===== src/rtl/flex_pts_buf_tx_if.sv =====
// ============================================================
// flex_pts_buf_tx_if : word load / serial output bundle
// Rev 1.0
// ============================================================
`default_nettype none

interface flex_pts_buf_tx_if #(
   parameter int NUM_BITS = 8,
   parameter int DEPTH    = 4
);
   localparam int c_CW = $clog2(DEPTH + 1);

   logic [NUM_BITS-1:0] load_data;
   logic                load_valid;
   logic                load_ready;
   logic                stall;
   logic                serial_out;
   logic                serial_valid;
   logic                bit_strobe;
   logic                busy;
   logic [c_CW-1:0]     fifo_count;

   modport master (
      output load_data, load_valid, stall,
      input  load_ready, serial_out, serial_valid, bit_strobe, busy, fifo_count
   );

   modport slave (
      input  load_data, load_valid, stall,
      output load_ready, serial_out, serial_valid, bit_strobe, busy, fifo_count
   );
endinterface

`default_nettype wire


===== src/rtl/flex_pts_buf_tx.sv =====
// ============================================================
// flex_pts_buf_tx : FIFO-buffered parallel-to-serial transmitter
// Rev 1.0
// ============================================================
`default_nettype none

module flex_pts_buf_tx #(
   parameter int NUM_BITS   = 8,
   parameter int SHIFT_MSB  = 0,
   parameter int DEPTH      = 4,
   parameter int BIT_PERIOD = 8
) (
   input  wire logic           clk,
   input  wire logic           rst,
   flex_pts_buf_tx_if.slave    bus
);

   localparam int c_CW = $clog2(DEPTH + 1);
   localparam int c_PW = $clog2(DEPTH);
   localparam int c_TW = (BIT_PERIOD > 1) ? $clog2(BIT_PERIOD) : 1;
   localparam int c_IW = $clog2(NUM_BITS);
   localparam logic [c_TW-1:0] c_T_LAST = c_TW'(BIT_PERIOD - 1);
   localparam logic [c_IW-1:0] c_I_LAST = c_IW'(NUM_BITS - 1);
   localparam logic [c_CW-1:0] c_DEPTH  = c_CW'(DEPTH);

   typedef enum logic [0:0] {
      ST_IDLE  = 1'b0,
      ST_SHIFT = 1'b1
   } state_t;

   // ---------------- FIFO ----------------
   logic [NUM_BITS-1:0] r_mem [DEPTH];
   logic [c_PW-1:0]     r_wr_ptr;
   logic [c_PW-1:0]     r_rd_ptr;
   logic [c_CW-1:0]     r_count;
   logic                w_load_ready;
   logic                w_push;
   logic                w_pop;
   logic                w_fifo_nempty;
   logic [NUM_BITS-1:0] w_head;

   // Readiness looks at the registered count only, so a same-cycle pop never frees a slot.
   assign w_load_ready  = (r_count < c_DEPTH) && !rst;
   assign w_push        = bus.load_valid && w_load_ready;
   assign w_fifo_nempty = (r_count != '0);
   assign w_head        = r_mem[r_rd_ptr];

   always_ff @(posedge clk) begin
      if (w_push) begin
         r_mem[r_wr_ptr] <= bus.load_data;
      end
   end

   always_ff @(posedge clk) begin
      if (rst) begin
         r_wr_ptr <= '0;
         r_rd_ptr <= '0;
         r_count  <= '0;
      end else begin
         if (w_push) begin
            r_wr_ptr <= r_wr_ptr + c_PW'(1);
         end
         if (w_pop) begin
            r_rd_ptr <= r_rd_ptr + c_PW'(1);
         end
         case ({w_push, w_pop})
            2'b10:   r_count <= r_count + c_CW'(1);
            2'b01:   r_count <= r_count - c_CW'(1);
            default: r_count <= r_count;
         endcase
      end
   end

   // ---------------- Shifter ----------------
   state_t              r_state;
   state_t              w_state_nxt;
   logic [NUM_BITS-1:0] r_shreg;
   logic [NUM_BITS-1:0] w_shreg_nxt;
   logic [NUM_BITS-1:0] w_shifted;
   logic [c_TW-1:0]     r_timer;
   logic [c_TW-1:0]     w_timer_nxt;
   logic [c_IW-1:0]     r_idx;
   logic [c_IW-1:0]     w_idx_nxt;
   logic                w_strobe_nxt;
   logic                w_out_nxt;
   logic                r_serial_out;
   logic                r_serial_valid;
   logic                r_bit_strobe;

   generate
      if (SHIFT_MSB != 0) begin : g_msb_first
         assign w_shifted = {r_shreg[NUM_BITS-2:0], 1'b0};
         assign w_out_nxt = w_shreg_nxt[NUM_BITS-1];
      end else begin : g_lsb_first
         assign w_shifted = {1'b0, r_shreg[NUM_BITS-1:1]};
         assign w_out_nxt = w_shreg_nxt[0];
      end
   endgenerate

   always_ff @(posedge clk) begin
      if (rst) begin
         r_state <= ST_IDLE;
         r_shreg <= '0;
         r_timer <= '0;
         r_idx   <= '0;
      end else begin
         r_state <= w_state_nxt;
         r_shreg <= w_shreg_nxt;
         r_timer <= w_timer_nxt;
         r_idx   <= w_idx_nxt;
      end
   end

   always_comb begin
      w_state_nxt  = r_state;
      w_shreg_nxt  = r_shreg;
      w_timer_nxt  = r_timer;
      w_idx_nxt    = r_idx;
      w_pop        = 1'b0;
      w_strobe_nxt = 1'b0;
      case (r_state)
         ST_IDLE: begin
            if (w_fifo_nempty && !bus.stall) begin
               w_pop        = 1'b1;
               w_shreg_nxt  = w_head;
               w_timer_nxt  = '0;
               w_idx_nxt    = '0;
               w_strobe_nxt = 1'b1;
               w_state_nxt  = ST_SHIFT;
            end
         end
         ST_SHIFT: begin
            if (!bus.stall) begin
               if (r_timer == c_T_LAST) begin
                  w_timer_nxt = '0;
                  if (r_idx != c_I_LAST) begin
                     w_shreg_nxt  = w_shifted;
                     w_idx_nxt    = r_idx + c_IW'(1);
                     w_strobe_nxt = 1'b1;
                  end else if (w_fifo_nempty) begin
                     // Gapless reload: next word's bit 0 follows directly.
                     w_pop        = 1'b1;
                     w_shreg_nxt  = w_head;
                     w_idx_nxt    = '0;
                     w_strobe_nxt = 1'b1;
                  end else begin
                     w_state_nxt = ST_IDLE;
                  end
               end else begin
                  w_timer_nxt = r_timer + c_TW'(1);
               end
            end
         end
         default: w_state_nxt = ST_IDLE;
      endcase
   end

   always_ff @(posedge clk) begin
      if (rst) begin
         r_serial_out   <= 1'b1;
         r_serial_valid <= 1'b0;
         r_bit_strobe   <= 1'b0;
      end else begin
         r_serial_out   <= (w_state_nxt == ST_SHIFT) ? w_out_nxt : 1'b1;
         r_serial_valid <= (w_state_nxt == ST_SHIFT);
         r_bit_strobe   <= w_strobe_nxt;
      end
   end

   assign bus.load_ready   = w_load_ready;
   assign bus.serial_out   = r_serial_out;
   assign bus.serial_valid = r_serial_valid;
   assign bus.bit_strobe   = r_bit_strobe;
   assign bus.busy         = r_serial_valid || w_fifo_nempty;
   assign bus.fifo_count   = r_count;

endmodule

`default_nettype wire

===== src/flat_wrapper.sv =====
// flat-port wrapper written by rule: the top's interface ports become plain ports
module flex_pts_buf_tx_flat 
#(
   parameter int NUM_BITS   = 8,
   parameter int SHIFT_MSB  = 0,
   parameter int DEPTH      = 4,
   parameter int BIT_PERIOD = 8
)
  (clk, rst, bus_load_data, bus_load_valid, bus_stall, bus_load_ready, bus_serial_out, bus_serial_valid, bus_bit_strobe, bus_busy, bus_fifo_count);
  flex_pts_buf_tx_if #(.NUM_BITS(NUM_BITS), .DEPTH(DEPTH)) bus_i ();
  input  wire logic clk;
  input  wire logic rst;
  input wire logic [$bits(bus_i.load_data)-1:0] bus_load_data;
  input wire logic [$bits(bus_i.load_valid)-1:0] bus_load_valid;
  input wire logic [$bits(bus_i.stall)-1:0] bus_stall;
  output wire logic [$bits(bus_i.load_ready)-1:0] bus_load_ready;
  output wire logic [$bits(bus_i.serial_out)-1:0] bus_serial_out;
  output wire logic [$bits(bus_i.serial_valid)-1:0] bus_serial_valid;
  output wire logic [$bits(bus_i.bit_strobe)-1:0] bus_bit_strobe;
  output wire logic [$bits(bus_i.busy)-1:0] bus_busy;
  output wire logic [$bits(bus_i.fifo_count)-1:0] bus_fifo_count;
  assign bus_i.load_data = bus_load_data;
  assign bus_i.load_valid = bus_load_valid;
  assign bus_i.stall = bus_stall;
  assign bus_load_ready = bus_i.load_ready;
  assign bus_serial_out = bus_i.serial_out;
  assign bus_serial_valid = bus_i.serial_valid;
  assign bus_bit_strobe = bus_i.bit_strobe;
  assign bus_busy = bus_i.busy;
  assign bus_fifo_count = bus_i.fifo_count;
  flex_pts_buf_tx #(.NUM_BITS(NUM_BITS), .SHIFT_MSB(SHIFT_MSB), .DEPTH(DEPTH), .BIT_PERIOD(BIT_PERIOD)) u_core (.clk(clk), .rst(rst), .bus(bus_i));
endmodule

===== config.mk =====
export PLATFORM = sky130hd
export DESIGN_NAME = flex_pts_buf_tx_flat
export DESIGN_NICKNAME = d
export VERILOG_FILES = /design/src/rtl/flex_pts_buf_tx_if.sv /design/src/rtl/flex_pts_buf_tx.sv /design/src/flat_wrapper.sv
export SDC_FILE = /design/constraint.sdc
export NUM_CORES = 1
export LEC_CHECK = 0
export ABC_CLOCK_PERIOD_IN_PS = 3700
export CORE_ASPECT_RATIO = 1.75
export CORE_UTILIZATION = 45
export CTS_CLUSTER_DIAMETER = 200
export DETAILED_ROUTE_END_ITERATION = 12
export PLACE_DENSITY_LB_ADDON = 0.08
export SLEW_MARGIN = 20
export SYNTH_ARGS = -nofsm -noshare
export SYNTH_HDL_FRONTEND = slang
export SYNTH_SLANG_ARGS = --single-unit
export TNS_END_PERCENT = 20

===== constraint.sdc =====
create_clock -name clk -period 3.7 [get_ports clk]
set_clock_uncertainty 0.15 [all_clocks]
set_input_delay 0.74 -clock clk [delete_from_list [all_inputs] [get_ports clk]]
set_output_delay 0.74 -clock clk [all_outputs]
set_load 0.05 [all_outputs]

After elaboration in Yosys (flattened, before gate mapping)

Memories as Yosys holds them, arrays and structs flattened. A register that Yosys moved wholly into a read port is not among the register bits.
Index checks and enable logic that the tools add are counted.

Flip-flop bits (word level): 24
Bits in latches: 0
Bits in writable memories: 32
Memory bits (read-only): 0
Input bits: 12
Output and inout bits: 8
Memories kept: 1

Memories:

| name         | words | bits a word | rd ports | clocked after Yosys merged registers in | write ports | line                  | text |
|---|---|---|---|---|---|---|---|
| u_core.r_mem | 4     | 8           | 1        | 1                                       | 1           | flex_pts_buf_tx.sv:32 | `logic [NUM_BITS-1:0] r_mem [DEPTH];` |

Add/subtract/negate cells: 6
$mul: 0
Div/mod/pow operators: 0
Magnitude comparators: 1
Eq/ne operators: 8
Shift-type cells: 0
Multiplexer cells: 33
Bitwise logic cells: 2
Reductions and logical operators: 11

Operators by type and width:

| kind                  | count |
|---|---|
| $mux W8               | 5 |
| $mux W3               | 7 |
| $pmux W3 S2           | 3 |
| $pmux W8 S2           | 1 |
| $mux W1               | 12 |
| $add A3 B1 Y3 const B | 3 |
| $pmux W1 S2           | 3 |
| $add A2 B1 Y2 const B | 2 |
| $mux W2               | 2 |
| $ne A2 B2 Y1 const B  | 2 |
| $reduce_and A4 Y1     | 1 |
| $eq A3 B3 Y1 const B  | 1 |
| $logic_and A1 B1 Y1   | 3 |
| $lt A3 B3 Y1 const B  | 1 |
| $ne A3 B2 Y1 const B  | 1 |
| $ne A3 B3 Y1 const B  | 1 |
| $reduce_bool A3 Y1    | 1 |
| $sub A3 B1 Y3 const B | 1 |
| $eq A2 B1 Y1 const B  | 1 |
| $eq A2 B2 Y1 const B  | 1 |
| $logic_not A1 Y1      | 2 |
| $ne A2 B1 Y1 const B  | 1 |
| $not A1 Y1            | 2 |
| $reduce_and A2 Y1     | 1 |
| other kinds (3)       | 3 |

Longest topological paths before layout

Word-level depth: 8
Mapped depth: 10
Mapped depth without buffers: 10

Least setup slack after synthesis

Ideal clock, no wire load.

Path kind: in2reg
Start point: input rst
End point: register u_core.r_count[2] (netlist: u_core.bus.fifo_count[2])
Setup time: 70 ps
Data arrival time: 2740 ps
Required time: 3480 ps
Path slack: 740 ps
Cell stages on the path: 9
Path buffers: 0
Cells stage by stage: nor2_1 -> and2_1 -> inv_1 -> ha_1 -> inv_1 -> fa_1 -> xor2_1 -> or3_1 -> a21oi_1

Word-level cells in the longest chain between the ends: 5
Elaborated cells between the ends (all ways): 7
Classes of those cells: eq/ne: 2; mux: 1; reduce/logical: 4

Ends and longest elaborated chain:

| element                                                  | line                  | text |
|---|---|---|
| start, declared                                          | flat_wrapper.sv:12    | `input wire logic rst;` |
| $logic_not A1 Y1                                         | flex_pts_buf_tx.sv:43 | `assign w_load_ready = (r_count < c_DEPTH) && !rst;` |
| $logic_and A1 B1 Y1                                      | flex_pts_buf_tx.sv:43 |  |
| $logic_and A1 B1 Y1                                      | flex_pts_buf_tx.sv:44 | `assign w_push = bus.load_valid && w_load_ready;` |
| $eq A2 B1 Y1 / $eq A2 B2 Y1 (equally long branches)      | flex_pts_buf_tx.sv:66 | `case ({w_push, w_pop})` |
| $pmux W3 S2 / $reduce_bool A2 Y1 (equally long branches) | -                     |  |
| end signal, assigned                                     | flex_pts_buf_tx.sv:67 | `2'b10: r_count <= r_count + c_CW'(1);` |
| end signal, assigned                                     | flex_pts_buf_tx.sv:68 | `2'b01: r_count <= r_count - c_CW'(1);` |
| end signal, assigned                                     | flex_pts_buf_tx.sv:69 | `default: r_count <= r_count;` |
| end, declared                                            | flex_pts_buf_tx.sv:35 | `logic [c_CW-1:0] r_count;` |

Parallel ways exist; a longest one is shown, timed or not.
A chain may end at the register's enable or synchronous reset.

Worst setup path in the final report

Start point: register u_core.r_timer[0]
End point: register u_core.r_count[2] (netlist: u_core.bus.fifo_count[2])

Word-level cells in the longest chain between the ends: 6
Elaborated cells between the ends (all ways): 8
Classes of those cells: eq/ne: 3; mux: 4; reduce/logical: 1

Ends and longest elaborated chain:

| element                                                  | line                   | text |
|---|---|---|
| start, declared                                          | flex_pts_buf_tx.sv:80  | `logic [c_TW-1:0] r_timer;` |
| start signal, assigned                                   | flex_pts_buf_tx.sv:109 | `r_timer <= w_timer_nxt;` |
| $eq A3 B3 Y1 (*)                                         | flex_pts_buf_tx.sv:134 | `if (r_timer == c_T_LAST) begin` |
| $mux W1 (*)                                              | flex_pts_buf_tx.sv:134 |  |
| $mux W1 (*)                                              | flex_pts_buf_tx.sv:133 | `if (!bus.stall) begin` |
| $pmux W1 S2 (*)                                          | flex_pts_buf_tx.sv:121 | `case (r_state)` |
| $eq A2 B1 Y1 / $eq A2 B2 Y1 (equally long branches)      | flex_pts_buf_tx.sv:66  |  |
| $pmux W3 S2 / $reduce_bool A2 Y1 (equally long branches) | -                      |  |

Every way passes the cells marked *; elsewhere a longest branch is shown, timed or not.

==> flow_summary.yaml <==
routing:
  post-route-drc-count: 1
  via_per_inst: 5.52
  firstDrtPassIters: 10
  vias: 1452
  drt_iter0_drc: 42
  ant_nets: 0
  drt-total-wl_microns: 4260
  wl_per_cell_microns: 16.2
place:
  place_area_sq_mm: 0.00267
  routabilityCongestion: 0.788
  placed_cells: 247
  place_ws_ns: 0.597
  place_hpwl_microns: 3050
  numPortBuffers: 19
flow_run:
  maxCapViolCount: 0
worst_setup_path:
  required_ns: 3.82
  r2r_cells: 10
  critPathArrivalTime_ns: 3.11
  cpMaxStageDelayCell: "nor3_1"
  ff2ff_setup_slack_ns: 0.71
  cp_common_cell: "ha_1"
  end_kind: "flop"
  worst-path-buf-inv: 1
  criticalPathCategory: "flop to flop"
  crit_chain: "ha_1 -> ha_1 -> a21boi_0 -> nor3_1 -> ha_1 -> inv_1 -> fa_1 -> xor2_1 -> or3_1 -> a21oi_1"
  startpoint_type: "flop"
  crit_family: "adder cells"
  cp.depth: 10
  crit_path_max_incr_delay_ns: 0.43
  worst-path-max-fanout: 8
clock_tree:
  cts.clk_slew.worst_paths_ns: 0.07
  ctsHoldBuffers: 0
  tritoncts: "done"
  clk_latency_ns: 0.33
  numClockSinks: 58
  cts_htree_levels: 3
  cts-root-buf: "clkbuf_8"
  cts_buffer_depth: 2
  cts_setup_buffers: 0
  cts_resized: 0
  numCtsBuffers: 9
floorplan:
  ioPinCount: 20
  die-area_sq_mm: 0.00572
  start_util_pct: 46.3
  die_w_microns: 57.6
  die_h_microns: 99.3
  rows: 35
  core_sq_mm: 0.00526
timing:
  finalCriticalPeriod_ns: 2.99
  tns_ns: 0
  tightest_slew_ns: 0.694
  holdWs_ns: 0.311
  max-slew-margin-rel_pct: 53.4
  maxSlewViolCount: 0
  fmax_ghz: 0.334
  period_share_pct: 80.9
  hold_viol_final: 0
  worst_slack_ns: 0.708
  rsz0062_at_grt: "false"
  finalSetupViolCount: 0
synth:
  syn-cell-area_sq_mm: 0.00243
  seq_area_frac_synth_pct: 60.8
  yosys_warnings: 0
  syn_nets: 198
  netlist_instances: 176
  ys_seq_elements: 58
  syn_avg_cell_area_sq_um: 13.8
  synthDistinctLibCells: 37
layout:
  final_util_pct: 54.5
  multi_input_area_sq_um: 871
  syn_to_final_growth_pct: 17.7
  final-seq-area_sq_mm: 0.00148
  fillers: 451
  layoutNonFillerInstCount: 263
  drive_above_1_share_pct: 12.0
  final_nets: 225
  diodes: 0
  final_cell_area_sq_mm: 0.00287
status:
  violations: "design-rule violations"
  status: "finished, violations left"
hold_path:
  hp-class: "flop to flop"
  hold_depth: 2
power:
  p_per_area_mw_per_mm2: 697
  vdd_ir_drop_max_mv: 0.341
  power_mw: 2.00
  leakage_nw: 1.03
global_route:
  antenna_found_initial: 0
  grt_pass1_wl_microns: 7500
  grt_max_degree: 22
  gr-total-overflow: 0
  grt_pass1_vias: 1553
  globalRouteTotalUtil_pct: 18.1
## registers in the layout, summed over array words and instances, names as in the netlist, named ones only
signal                 flops
u_core.r_idx               3
u_core.bus.bit_strobe      1
u_core.r_timer             3
u_core.r_mem              32
u_core.r_state             1
u_core.r_shreg             8
u_core.bus.serial_out      1
u_core.r_rd_ptr            2
u_core.r_wr_ptr            2
u_core.bus.fifo_count      3
## layer usage
metal	vias to the layer above	wire length [microns]	global-route usage (%)
met5	-	0	0
met4	0	73	8.44
met3	5	130	5.59
met2	22	2360	31.3
met1	701	1700	19.6
li1	724	-	-
## cells in the final DEF (no fill, tap or decap), types with 3 or more instances in the layout
master / count
clkdlybuf4s50_1: 18
and3_1: 4
a21oi_1: 6
a22oi_1: 4
mux4_1: 7
nand2b_1: 3
xnor2_1: 3
inv_1: 8
nor3_1: 4
nand2_1: 4
clkbuf_8: 9
a221o_1: 7
o21ai_0: 4
nor2b_1: 8
edfxtp_1: 32
dfxtp_1: 26
nor2_1: 19
clkinv_2: 3
ha_1: 9
buf_4: 3
## worst paths after layout
path,startpoint,end
worst max-delay path,u_core.r_timer[0],u_core.bus.fifo_count[2]
worst max register to register,u_core.r_timer[0],u_core.bus.fifo_count[2]
worst min-delay path,u_core.r_idx[1],u_core.r_idx[1]
worst min register to register,u_core.r_idx[1],u_core.r_idx[1]
## synthesized netlist by cell type
cell type,instances,area [sq um]
clkbuf_1,1,3.75
fa_1,1,20.0
buf_6,3,33.8
nor3_1,4,20.0
inv_1,8,30.0
a21boi_0,1,7.51
nor4b_1,2,17.5
nor2b_1,8,50.1
o21ai_0,4,20.0
or4_4,1,11.3
a221o_1,7,70.1
or3_1,2,12.5
dfxtp_1,26,521
xor2_1,2,17.5
buf_4,2,15.0
nand3b_1,1,7.51
nor3_2,1,10.0
a221oi_1,1,8.76
mux4_2,1,22.5
ha_1,9,113
nand2_1,4,15.0
nor2_1,19,71.3
o311ai_1,1,8.76
nand3_1,2,10.0
or4_1,1,7.51
a21oi_1,6,30.0
edfxtp_1,32,961
a21o_1,1,7.51
nand2_2,1,6.26
and2_1,1,6.26
a22oi_1,4,30.0
or2b_2,1,8.76
mux4_1,7,184
xnor2_1,3,26.3
o31ai_1,1,7.51
nand2b_1,3,18.8
and3_1,4,25.0
## area by class of cell
class / count / area share (%)
Clock buffer: 9 / 4.32
Clock inverter: 7 / 2.40
Inverter: 8 / 1.05
Multi-Input combinational cell: 104 / 30.4
Sequential cell: 58 / 51.7
Tap cell: 55 / 2.40
Timing Repair Buffer: 22 / 7.77
## worst reg2reg max path: stages (launching register included)
cell	delay, ns
dfxtp_1	0.36
ha_1	0.16
ha_1	0.30
a21boi_0	0.24
nor3_1	0.43
ha_1	0.26
inv_1	0.06
fa_1	0.37
xor2_1	0.16
or3_1	0.31
a21oi_1	0.14
## where the power goes
part           switching (mW)  internal [mW]  total, mW
registers              0.0787          0.762      0.841
clock network           0.251          0.309      0.560
logic                   0.342          0.253      0.595
## logic make-up (layout without fill, tap and decap cells)
kind of cell / count (synthesis) / count (layout) / share of synthesized area [%]
XOR/XNOR: 5 / 5 / 1.80
buffers and inverters: 14 / 46 / 3.39
adder cells (fa/ha/maj): 10 / 10 / 5.45
flip-flops: 58 / 58 / 60.8
AND/OR/NAND/NOR: 55 / 55 / 12.2
multiplexers: 8 / 8 / 8.48
AO/OA/AOI/OAI: 26 / 26 / 7.81
Note: power is estimated with default switching activity, not from simulation.
==> variant, RTL diff (same flow settings) <==
Take the reset off `r_shreg` and load it in a clocked block of its own.
--- a/src/rtl/flex_pts_buf_tx.sv
+++ b/src/rtl/flex_pts_buf_tx.sv
@@ -100,15 +100,17 @@
    always_ff @(posedge clk) begin
       if (rst) begin
          r_state <= ST_IDLE;
-         r_shreg <= '0;
          r_timer <= '0;
          r_idx   <= '0;
       end else begin
          r_state <= w_state_nxt;
-         r_shreg <= w_shreg_nxt;
          r_timer <= w_timer_nxt;
          r_idx   <= w_idx_nxt;
       end
+   end
+
+   always_ff @(posedge clk) begin
+      r_shreg <= w_shreg_nxt;
    end
 
    always_comb begin
Behaviour: same outputs for any inputs over 10 cycles, from zero or initial values and one cycle with rst high; that may be too few to reach the edited logic, so the function may still have changed.
==> variant against the unedited design <==
  * Sequential cell count unchanged
  * Final area down 2.7%
  * Critical endpoint is now bus_busy
  * Synthesized cell count down 9.7%
  * Cell count down 6.8%
  * Setup slack better by 0.24 ns
  * Maximum frequency up 8.8%
  * Synthesized area down 2.4%
  * Wire length down 6.5%
  * The run still ends with DRC left
  * Critical path depth down 7
  * Worst hold slack better by 0.00053 ns
  * Total power down 3.8%
  * Count of clock-buffer cells in the layout up 4
  * Largest power group unchanged
==> variant: results (changes against the unedited design) <==
Run status
  • Status: finished, violations left
  • Failing checks: DRC

STA
  • Slew @ Worst Pin: 0.587 ns (-0.107 ns)
  • Worst Hold Margin: 0.312 ns (+0.000530 ns)
  • Max Fclk: 364 MHz (+8.8%)

Global route
  • First-pass GRT wire length: 6640 um (-11%)
  • Overall Global Routing Usage: 16.7% (-1.4 points)

Route
  • Vias per cell: 5.49 (-0.56%)
  • Remaining DRCs: 8 (+7)
  • DR iter-0 viols: 76 (+81%)
  • Detailed-router iteration count before antenna repair: 8 (-2)
  • WL met2: 2310 um (-2.1%)
  • M1 WL: 1470 um (-13%)
  • Post-Route WL: 3980 um (-6.5%)

Cells and area
  • Non-clock inverter count: 9 (+1)
  • Clock network contribution to total cell area: 5.92% (-0.80 points)
  • Buffer share of cell area: 7.26% (-0.50 points)
  • Sequential share of cell area: 55.6% (+3.9 points)
  • Share of cells above drive strength 1: 15.7% (+3.7 points)
  • CLK BUF: 13 (+4)
  • Area delta synth->final: 17.4%

Setup path
  • Worst Path Arrival: 1.86 ns (-1.25 ns)
  • Worst reg2reg startpoint: u_core.r_idx[0]
  • Worst Setup SP: u_core.r_state

Logic synthesis
  • Post-synth EDFFs: 39 (+22%)
  • Seq/Total Area, Yosys: 65.3% (+4.5 points)

Floorplan
  • Tap Count: 54 (-1.8%)

Min path
  • Hold EP: u_core.r_idx[2]
  • Hold_sp: u_core.r_idx[2]

Placement
  • Placer congestion estimate: 0.749 (-4.9%)
  • Placed cells: 229 (-7.3%)

Power and ir drop
  • Int Pwr: 1.29 mW (-2.7%)
-- variant: cell types whose count changed in the layout (fill, tap and decap cells not counted), sizes merged, moves of 2 or more --
cell / unedited run / this run
or4: 2 / 0
a221o: 7 / 1
nor3: 5 / 2
nor2b: 8 / 2
a22o: 0 / 6
nand3: 2 / 5
clkbuf: 9 / 13
o21ai: 4 / 2
nor2: 19 / 15
edfxtp: 32 / 39
nand2b: 3 / 1
dfxtp: 26 / 19
-- variant: cells by family (layout without fill, tap and decap cells) --
| logic type | count (synthesis) | count (layout) | synth area share [%] |
|---|---|---|---|
| AO/OA/AOI/OAI | 21 | 21 | 6.48 |
| flip-flops | 58 | 58 | 65.3 |
| XOR/XNOR | 5 | 5 | 1.84 |
| multiplexers | 10 | 10 | 8.48 |
| AND/OR/NAND/NOR | 41 | 41 | 10.0 |
| buffers and inverters | 14 | 46 | 2.32 |
| adder cells (fa/ha/maj) | 10 | 10 | 5.58 |
